===== src/rtl/ext_load_sequencer.sv =====
// ext_load_sequencer: walks up to NUM_REGION programmed regions and copies words
// from a valid/ready host stream into the GB or NIT external write ports, then
// pulses load_done. An abort cancels the walk and pulses aborted instead.
module ext_load_sequencer #(
    parameter int GB_DATA_WIDTH  = 128,
    parameter int NIT_DATA_WIDTH = 330,
    parameter int GB_ADDR_WIDTH  = 17,
    parameter int NIT_ADDR_WIDTH = 12,
    parameter int NUM_REGION     = 4,
    parameter int CNT_WIDTH      = 17
) (
    input  logic                                clk,
    input  logic                                rstn,
    input  logic                                start,
    input  logic                                abort,
    input  logic [$clog2(NUM_REGION+1)-1:0]     cfg_nreg,
    input  logic [NUM_REGION-1:0]               cfg_target,
    input  logic [NUM_REGION*GB_ADDR_WIDTH-1:0] cfg_base,
    input  logic [NUM_REGION*CNT_WIDTH-1:0]     cfg_len,
    input  logic                                s_valid,
    output logic                                s_ready,
    input  logic [NIT_DATA_WIDTH-1:0]           s_data,
    output logic                                gb_we,
    output logic [GB_ADDR_WIDTH-1:0]            gb_waddr,
    output logic [GB_DATA_WIDTH-1:0]            gb_wdata,
    output logic                                nit_we,
    output logic [NIT_ADDR_WIDTH-1:0]           nit_waddr,
    output logic [NIT_DATA_WIDTH-1:0]           nit_wdata,
    output logic                                busy,
    output logic                                load_done,
    output logic                                aborted
);

    localparam int NW    = $clog2(NUM_REGION + 1);
    // Region tables are padded to a power of two so the NW-bit index never
    // runs past the end of the array.
    localparam int NSLOT = 1 << NW;

    typedef enum logic [2:0] {IDLE, SETUP, STREAM, NEXT, DONE} state_t;

    state_t                   state_reg;
    logic [NW-1:0]            nreg_reg;
    logic [NW-1:0]            idx_reg;
    logic [GB_ADDR_WIDTH-1:0] addr_reg;
    logic [CNT_WIDTH-1:0]     remain_reg;
    logic                     cur_nit_reg;

    logic [GB_ADDR_WIDTH-1:0] base_reg   [NSLOT];
    logic [CNT_WIDTH-1:0]     len_reg    [NSLOT];
    logic [NSLOT-1:0]         target_reg;

    logic [GB_ADDR_WIDTH-1:0] cfg_base_slot [NSLOT];
    logic [CNT_WIDTH-1:0]     cfg_len_slot  [NSLOT];
    logic [NSLOT-1:0]         cfg_target_slot;

    logic [NW-1:0] nreg_clamped;
    logic [NW-1:0] idx_inc;
    logic          start_take;
    logic          hs;

    // Unpack the flat configuration buses; padding slots read as empty regions.
    for (genvar gi = 0; gi < NSLOT; gi++) begin : g_slot
        if (gi < NUM_REGION) begin : g_used
            assign cfg_base_slot[gi]   = cfg_base[gi*GB_ADDR_WIDTH +: GB_ADDR_WIDTH];
            assign cfg_len_slot[gi]    = cfg_len[gi*CNT_WIDTH +: CNT_WIDTH];
            assign cfg_target_slot[gi] = cfg_target[gi];
        end else begin : g_pad
            assign cfg_base_slot[gi]   = '0;
            assign cfg_len_slot[gi]    = '0;
            assign cfg_target_slot[gi] = 1'b0;
        end
    end

    assign nreg_clamped = (cfg_nreg > NW'(NUM_REGION)) ? NW'(NUM_REGION) : cfg_nreg;
    assign idx_inc      = idx_reg + NW'(1);
    assign start_take   = start && (state_reg == IDLE);

    // abort blocks a handshake combinationally so a word is never half-taken.
    assign s_ready   = (state_reg == STREAM) && !abort;
    assign hs        = s_ready && s_valid;
    assign busy      = (state_reg != IDLE);
    assign load_done = (state_reg == DONE) && !abort;
    assign aborted   = abort && (state_reg != IDLE);

    // Snapshot the region tables when a load is accepted.
    always_ff @(posedge clk or negedge rstn) begin
        if (!rstn) begin
            for (int i = 0; i < NSLOT; i++) begin
                base_reg[i] <= '0;
                len_reg[i]  <= '0;
            end
            target_reg <= '0;
        end else if (start_take) begin
            for (int i = 0; i < NSLOT; i++) begin
                base_reg[i] <= cfg_base_slot[i];
                len_reg[i]  <= cfg_len_slot[i];
            end
            target_reg <= cfg_target_slot;
        end
    end

    // Sequencer: region walk, address generation and word counting.
    always_ff @(posedge clk or negedge rstn) begin
        if (!rstn) begin
            state_reg   <= IDLE;
            nreg_reg    <= '0;
            idx_reg     <= '0;
            addr_reg    <= '0;
            remain_reg  <= '0;
            cur_nit_reg <= 1'b0;
        end else if (abort && state_reg != IDLE) begin
            state_reg <= IDLE;
        end else begin
            case (state_reg)
                IDLE: begin
                    if (start) begin
                        nreg_reg  <= nreg_clamped;
                        idx_reg   <= '0;
                        state_reg <= (nreg_clamped != '0) ? SETUP : DONE;
                    end
                end
                SETUP: begin
                    addr_reg    <= base_reg[idx_reg];
                    remain_reg  <= len_reg[idx_reg];
                    cur_nit_reg <= target_reg[idx_reg];
                    state_reg   <= (len_reg[idx_reg] == '0) ? NEXT : STREAM;
                end
                STREAM: begin
                    if (hs) begin
                        addr_reg   <= addr_reg + GB_ADDR_WIDTH'(1);
                        remain_reg <= remain_reg - CNT_WIDTH'(1);
                        if (remain_reg == CNT_WIDTH'(1)) begin
                            state_reg <= NEXT;
                        end
                    end
                end
                NEXT: begin
                    idx_reg   <= idx_inc;
                    state_reg <= (idx_inc == nreg_reg) ? DONE : SETUP;
                end
                DONE:    state_reg <= IDLE;
                default: state_reg <= IDLE;
            endcase
        end
    end

    // Registered write port: one strobe per handshake, on the latched target only.
    always_ff @(posedge clk or negedge rstn) begin
        if (!rstn) begin
            gb_we     <= 1'b0;
            gb_waddr  <= '0;
            gb_wdata  <= '0;
            nit_we    <= 1'b0;
            nit_waddr <= '0;
            nit_wdata <= '0;
        end else begin
            gb_we  <= hs && !cur_nit_reg;
            nit_we <= hs && cur_nit_reg;
            if (hs && !cur_nit_reg) begin
                gb_waddr <= addr_reg;
                gb_wdata <= s_data[GB_DATA_WIDTH-1:0];
            end
            if (hs && cur_nit_reg) begin
                nit_waddr <= addr_reg[NIT_ADDR_WIDTH-1:0];
                nit_wdata <= s_data;
            end
        end
    end

endmodule


===== config.mk =====
export PLATFORM = sky130hd
export DESIGN_NAME = ext_load_sequencer
export DESIGN_NICKNAME = d
export VERILOG_FILES = /design/src/rtl/ext_load_sequencer.sv
export SDC_FILE = /design/constraint.sdc
export NUM_CORES = 1
export LEC_CHECK = 0
export ABC_AREA = 1
export CORE_AREA = 2 2 383 385
export DETAILED_ROUTE_END_ITERATION = 8
export DIE_AREA = 0 0 385 387
export SYNTH_ARGS = -nofsm -noshare
export SYNTH_HDL_FRONTEND = slang
export SYNTH_SLANG_ARGS = --single-unit

===== constraint.sdc =====
create_clock -name clk -period 4.7 [get_ports clk]
set_input_delay 0.94 -clock clk [delete_from_list [all_inputs] [get_ports clk]]
set_output_delay 0.94 -clock clk [all_outputs]
set_load 0.01 [all_outputs]

-- After elaboration in Yosys (flattened, before gate mapping)
Cells that the tools add are included.
- $add $sub $neg: 3
- magnitude comparators: 3
- eq/ne operators: 11
- mux-type cells: 23
- bitwise gates (word level): 2
- reduce and logical (&&, ||, !) cells: 20
- operators with widths (operator ; number):
    17-bit binary-select mux with 3-bit select ; 2
    17-bit two-way mux ; 6
    17-bit one-hot mux with 2 select lines ; 2
    3-bit two-way mux ; 8
    17-bit by 1-bit adder with 17-bit output, second input constant ; 1
    17-bit by 1-bit == test with 1-bit output, second input constant ; 1
    17-bit logical NOT ; 1
    17-bit by 1-bit subtractor with 17-bit output, second input constant ; 1
    3-bit one-hot mux with 4 select lines ; 1
    3-bit AND reduction ; 4
    1-bit logical AND ; 7
    3-bit by 2-bit == test with 1-bit output, second input constant ; 2
    3-bit != test, second input constant ; 2
    3-bit one-hot mux with 2 select lines ; 1
    3-bit nonzero test ; 2
    4-bit greater-or-equal comparator, second input constant ; 1
    3-bit by 4-bit < comparator with 1-bit output, second input constant ; 1
    2-bit != test, second input constant ; 2
    3-bit inverter with 4-bit output ; 1
    2-bit nonzero test ; 2
    3-bit by 1-bit adder with 3-bit output, second input constant ; 1
    1-bit binary-select mux with 3-bit select ; 1
    3-bit by 1-bit == test with 1-bit output, second input constant ; 1
    3-bit == test ; 1
    other kinds (8) ; 10
- bits in registers: 673
- bits of input ports: 478
- output and inout bits: 493
- word-level logic and storage cells: 83

-- Longest topological paths before layout
Gate-level depths: netlist (run 1).
- depth after elaboration: 8
- gate-level depth with buffers: 12
- mapped depth without buffers: 11

-- Worst setup path after synthesis (run 1)
OpenSTA, ideal clock, no wires.
- path kind: input port to output port
- start: in abort
- end: out load_done
- arrival time: 1.293 ns
- required time: 3.760 ns
- slack: 2.467 ns
- stages on the path: 1
- path buffers: 0
- cell sequence: nor4_1
- cells in the longest elaborated chain, start to end: 2
- ends and longest elaborated chain (what ; line ; RTL):
    start: declaration ; 15 ; input logic abort,
    1-bit logical NOT ; 82 ; assign load_done = (state_reg == DONE) && !abort;
    1-bit logical AND ; 82 ;
    end: declaration ; 30 ; output logic load_done,
No other way between the ends.

-- Final worst setup path (run 1)
- start: reg state_reg[2]
- end: out s_ready
- cells in the longest elaborated chain, start to end: 2
- ends and longest elaborated chain (what ; line ; RTL):
    start: declaration ; 41 ; state_t state_reg;
    start signal: assignment ; 119 ; state_reg <= (nreg_clamped != '0) ? SETUP : DONE;
    start signal: assignment ; 126 ; state_reg <= (len_reg[idx_reg] == '0) ? NEXT : STREAM;
    start signal: assignment ; 139 ; state_reg <= (idx_inc == nreg_reg) ? DONE : SETUP;
    3-bit by 2-bit == test with 1-bit output ; 79 ; assign s_ready = (state_reg == STREAM) && !abort;
    1-bit logical AND ; 79 ;
    end: declaration ; 21 ; output logic s_ready,
No other way between the ends.

==> results of run 1 <==
==> synthesized netlist by cell type, drive strengths merged <==
cell type,count
o31ai,1
a31oi,6
o21ai,414
nand2,1388
nand3,75
a22oi,12
clkbuf,29
a21oi,57
dfrtp,673
nor4,1
xnor2,1
clkinv,4
o22ai,6
inv,228
nor2,52
ha,4
a21o,1
nand4,5
a22o,1
nor3,9
o211ai,9
buf,143
xor2,4
==> worst reg2reg max path: cells and delay by family, from the launching register on <==
family | cells | cell delay, ns
buf+inv | 3 | 1.26
flops | 1 | 0.38
simple gates | 6 | 1.18
==> routing by layer <==
layer  vias to the layer above  GRT usage, %  routed length [um]
li1                      11655             -                   -
met2                       911         25.04               54560
met4                        22         4.091                2798
met3                       197         4.637                9966
met1                     11889         19.12               48890
met5                         -             0                 135
==> through the flow <==
step	utilization [%]	instances	instance area [um^2]
after floorplan	-	3123	27380
after global placement	26.90	5886	38970
after detailed placement	26.90	5886	38970
after CTS	28.80	6028	41720
after global routing	28.80	6029	41720
final	28.81	6033	41730
==> worst max-delay path by stage <==
stage,startpoint,to,slack [ns],cells after the start
after global placement,abort,remain_reg[12],1.31,8
final,state_reg[2],s_ready,1.33,4
after CTS,state_reg[2],s_ready,1.25,4
after global routing,state_reg[2],s_ready,1.24,4
after detailed placement,abort,remain_reg[12],1.27,8
after floorplan,abort,load_done,2.47,1
==> cells in the final DEF (no fill, tap or decap), drive strengths merged <==
master,instances
xnor2,1
diode,5
a21oi,57
clkdlybuf4s50,969
clkinvlp,3
o31ai,1
a22oi,12
nor3,9
nand4,5
xor2,4
nand2,1388
nand3,75
a22o,1
nor2,52
clkbuf,114
clkinv,17
buf,49
bufinv,6
dfrtp,673
a31oi,6
o211ai,9
ha,4
inv,234
o22ai,6
o21ai,414
nor4,1
a21o,1
==> kinds of logic after synthesis <==
family | after synthesis | share of synthesized area, %
buffers and inverters | 404 | 6.955
DFF | 673 | 61.51
xor gates and xnor gates | 5 | 0.1599
and+or+nand+nor | 1530 | 21.62
adders and majority gates | 4 | 0.1828
AOI/OAI and AO/OA | 507 | 9.573
==> final cells by class <==
| class | count | share of cell area [%] |
|---|---|---|
| multi-input combinational | 2046 | 20.69 |
| clock inverter | 28 | 0.9565 |
| antenna | 5 | 0.02998 |
| clock buffer | 114 | 5.616 |
| tap | 1917 | 5.748 |
| inverter | 232 | 2.123 |
| timing repair buffer | 1018 | 24.47 |
| sequential | 673 | 40.36 |
==> report_power, final <==
group          internal [mW]  switching [mW]  total (mW)
logic                   5.59            6.00        11.6
clock network           3.83            2.66        6.50
registers               8.63            1.65        10.3
==> flow_metrics.tcl, run 1 <==
set metrics [dict create \
    clkSinkCount 673 \
    period_needed_ns 3.371 \
    drt-initial-drc-count 1725 \
    p_total_mw 28.36 \
    crit_arrival_ns 2.43 \
    htreeDepth 3 \
    clock_skew_ns 0.03913 \
    drc 0 \
    floorplan.initialDensity_pct 18.90 \
    cp_data_required_time_ns 3.76 \
    final.period_utilization_pct 71.72 \
    start_kind "flop" \
    largest_reg_flops 330 \
    top_register "nit_wdata" \
    grt_pass1_vias 24331 \
    clk_latency_ns 0.66 \
    leakage_nw 19.58 \
    drive_above_1_share_pct 4.743 \
    tightestPinTransition_ns 1.053 \
    register_area_um2 16840 \
    yosysTopAreaCellShare_pct 61.51 \
    numCtsBuffers 81 \
    wl_mm 116.3 \
    r2r-end "nit_wdata[315]" \
    hp-class "input pin to async pin" \
    grt_use_total_pct 15.19 \
    post_cts_buffers 0 \
    n_fill_cell 15275 \
    wl_per_cell_um 19.29 \
    syn_inst 3123 \
    design.die.area_um2 149000 \
    cts_root_buffer "clkbuf_16" \
    r2r_cells 9 \
    end_kind "output port" \
    ys_warn_count 0 \
    postCtsHoldBufs 0 \
    critical-path-top-delay-family "buffers and inverters" \
    dieHeight_um 387 \
    area_delta_synth_final_pct 52.40 \
    fin_tns_setup_ns 0 \
    hpwl_mm 89.39 \
    cts_buffer_depth 3 \
    yosysSeqAreaShare_pct 61.51 \
    syn_avg_cell_area_um2 8.768 \
    core_area_um2 144900 \
    clk_pin_slew_ns 0.06 \
    cpPeakStageDelay_ns 0.61 \
    place.gp.congestion 0.9072 \
    rsz0062_at_grt "no" \
    port_buffers 970 \
    cts_tree "built" \
    ys_types 34 \
    ys_ff_latch 673 \
    fin_ws_ns 1.329 \
    r2r-start "state_reg[2]" \
    multiInputGateArea_um2 8636 \
    irDropWorstVdd_mv 0.3124 \
    r2r_setup_slack_ns 1.82 \
    dp_slack_ns 1.268 \
    num_rows 140 \
    synth_top_cell_by_area "dfrtp_1" \
    status "complete, no violations" \
    grt-ovfl-total 0 \
    synthTopCellsByArea "dfrtp_1, nand2_1, o21ai_1" \
    crit_buf_inv 2 \
    slew_headroom_pct 29.71 \
    chipWidth_um 385 \
    grt_pass1_wl_mm 167.7 \
    io_pins 971 \
    maxCapViolCount 0 \
    grt_max_degree 188 \
    drv_slew 0 \
    finalHoldViolCount 0 \
    num-nets-final 4534 \
    crit_path_cell_trace "inv_1 -> nand3_4 -> nor2_4 -> clkdlybuf4s50_1" \
    critPathSlowestCell "clkdlybuf4s50_1" \
    grt_antenna_before_repair 45 \
    netlist_area_um2 27380 \
    fin_hold_ws_ns 0.3028 \
    drtPass1Iterations 5 \
    fmax_mhz 296.7 \
    post_cts_resized 0 \
    drt-vias-per-instance 4.090 \
    powerDensity_nw_per_um2 679.7 \
    synth_nets 3605 \
    top_regs "nit_wdata x330, gb_wdata x128" \
    vias 24674 \
    critical_path_class "flop to output port" \
    ant_nets 0 \
    setup_violations 0 \
    critPathMaxFanout 23 \
]
No activity file was read; power rests on OpenSTA's default activity.
==> run 2, diff against run 1 <==
==> constraint.sdc (replaced) <==
create_clock -name clk -period 2.73 [get_ports clk]
set_input_delay 0.546 -clock clk [delete_from_list [all_inputs] [get_ports clk]]
set_output_delay 0.546 -clock clk [all_outputs]
set_load 0.01 [all_outputs]
==> run 2 against run 1 <==
Cell count rose by 0.78%. Sequential cell count unchanged. Die area did not move. Largest power group unchanged. Global-route usage grew 0.059 points. Cell area is 0.98% higher. Worst hold slack gained 0.068 ns. Setup slack lost 1.2 ns. Utilization up 0.28 points.
==> flow_metrics.tcl, run 2 (same netlist as run 1, synthesis figures left out) <==
set metrics [dict create \
    top_regs "nit_wdata x330, gb_wdata x128" \
    grt-ovfl-total 0 \
    netSwitchingFraction_pct 36.51 \
    power_frac_clock_pct 22.2 \
    chipWidth_um 385 \
    grt_pass1_vias 24336 \
    crit_arrival_ns 2.06 \
    fmax_mhz 384.2 \
    pwr-share-seq_pct 36.6 \
    num-nets-final 4574 \
    cts_buffer_depth 3 \
    clk_pin_slew_ns 0.06 \
    grt_use_total_pct 15.25 \
    floorplan.initialDensity_pct 18.90 \
    io_pins 971 \
    numCtsBuffers 80 \
    grt_antenna_before_repair 47 \
    period_needed_ns 2.603 \
    fin_hold_ws_ns 0.3708 \
    num_rows 140 \
    place_inst 5925 \
    final.period_utilization_pct 95.35 \
    placed_area_um2 39440 \
    design.die.area_um2 149000 \
    drv_slew 0 \
    crit_path_cell_trace "nor4_2 -> buf_4 -> clkdlybuf4s50_1" \
    powerDensity_nw_per_um2 1161 \
    vias 24771 \
    drc 0 \
    largest_reg_flops 330 \
    n_fill_cell 15265 \
    tightestPinTransition_ns 0.6486 \
    drive_above_1_share_pct 5.800 \
    area_delta_synth_final_pct 53.90 \
    p_sw_mw 17.87 \
    crit_buf_inv 2 \
    ant_nets 0 \
    hp-class "input pin to async pin" \
    fin_tns_setup_ns 0 \
    grt_pass1_wl_mm 167.8 \
    cts_tree "built" \
    final_area_um2 42140 \
    rsz0062_at_grt "no" \
    p_comb_share_pct 41.2 \
    setup_violations 0 \
    maxCapViolCount 0 \
    finalHoldViolCount 0 \
    dp_slack_ns 0.1676 \
    wl_per_cell_um 19.22 \
    irDropWorstVdd_mv 0.4802 \
    clkSinkCount 673 \
    grt_max_degree 98 \
    hpwl_mm 91.34 \
    end_kind "output port" \
    p_int_mw 31.07 \
    final_common_cell "nand2_1" \
    clk_latency_ns 0.67 \
    drtPass1Iterations 5 \
    status "complete, no violations" \
    final_cells 6080 \
    fin_ws_ns 0.1270 \
    drt-vias-per-instance 4.074 \
    start_kind "flop" \
    dieHeight_um 387 \
    core_area_um2 144900 \
    cpPeakStageDelay_ns 0.52 \
    cp_data_required_time_ns 2.18 \
    clock_skew_ns 0.02762 \
    leakage_nw 19.80 \
    cts_root_buffer "clkbuf_16" \
    critPathMaxFanout 4 \
    slew_headroom_pct 56.63 \
    final_cell_mix "nand2_1, clkdlybuf4s50_1, dfrtp_1, o21ai_1, inv_1" \
    wl_mm 116.8 \
    place.gp.congestion 0.8915 \
    port_buffers 970 \
    critPathSlowestCell "clkdlybuf4s50_1" \
    critical-path-top-delay-family "buffers and inverters" \
    drt-initial-drc-count 1715 \
    htreeDepth 3 \
    top_register "nit_wdata" \
    critical_path_class "flop to output port" \
]
[run 2: cell count changes in the layout (fill, tap and decap cells not counted), moves of 2 or more]
cell / previous run / this run
buf_4: 37 / 63
buf_12: 11 / 25
clkinv_2: 9 / 17
diode_2: 5 / 8
clkbuf_1: 16 / 18
clkbuf_8: 15 / 13
clkinv_16: 2 / 0
clkinv_4: 1 / 3
dfrtp_1: 672 / 670
dfrtp_2: 1 / 3
inv_6: 4 / 2
[run 2: worst paths after layout]
check                          startpoint        endpoint  slack [ns]  cells after the start
max                          state_reg[1]       load_done        0.13                      3
max in group asynchronous            rstn  nit_wdata[312]        1.31                      3
min in group clk              s_data[134]  nit_wdata[134]        0.41                      3
max reg2reg                    idx_reg[0]    state_reg[0]        0.60                     12
min                                  rstn     len_reg[85]        0.37                      2
min reg2reg                nit_wdata[176]  nit_wdata[176]        0.47                      2
[run 2: per-layer routing]
metal / wire length [um] / track usage [%]
met3: 8895 / 4.022
met5: 114 / 0
met1: 50460 / 19.72
met2: 54200 / 24.68
met4: 3178 / 4.780
[run 2: repair_timing]
item | CTS | global route
gates cloned | 0 | 0
hold buffers | 1 | 0
pin swaps | 1 | 0
resized for setup | 3 | 2
endpoints found under the setup margin | 2 | 1
hold endpoints to repair | 29 | 0
buffers inserted | 1 | 0
[run 2: metrics by stage]
step / power (mW) / utilization, %
global placement: 37.92 / 27.23
CTS: 49.49 / 29.07
detailed placement: 38.29 / 27.23
floorplan: 25.98 / -
global route: 52.14 / 29.08
finish: 48.94 / 29.09
[run 2: layout make-up]
class                      instances  area [um^2]  area share (%)
clock buffer                     113         2298           5.454
multi-input combinational       2046         8645           20.51
antenna                            8        20.02         0.04751
tap                             1917         2399           5.692
clock inverter                    32        350.3          0.8314
timing repair buffer            1059        10700           25.39
inverter                         232        885.9           2.102
sequential                       673        16840           39.97
[run 2: power groups by stage]
stage	clock, mW	sequential (mW)	combinational [mW]
global placement	0	17.9	20.0
detailed placement	0	18.0	20.3
floorplan	0	19.0	6.96
global route	11.6	18.5	22.1
finish	10.9	17.9	20.2
CTS	11.2	17.9	20.4
[run 2: worst reg2reg max path, stage by stage, from the launching register on]
cell	delay [ns]
dfrtp_2	0.55
inv_2	0.19
buf_4	0.34
nand2_1	0.10
nand3_1	0.12
nand2_1	0.11
nand2_1	0.13
nand2_1	0.06
nor2_1	0.08
nand2_1	0.08
nor2_1	0.09
nand2_1	0.08
a21oi_1	0.13
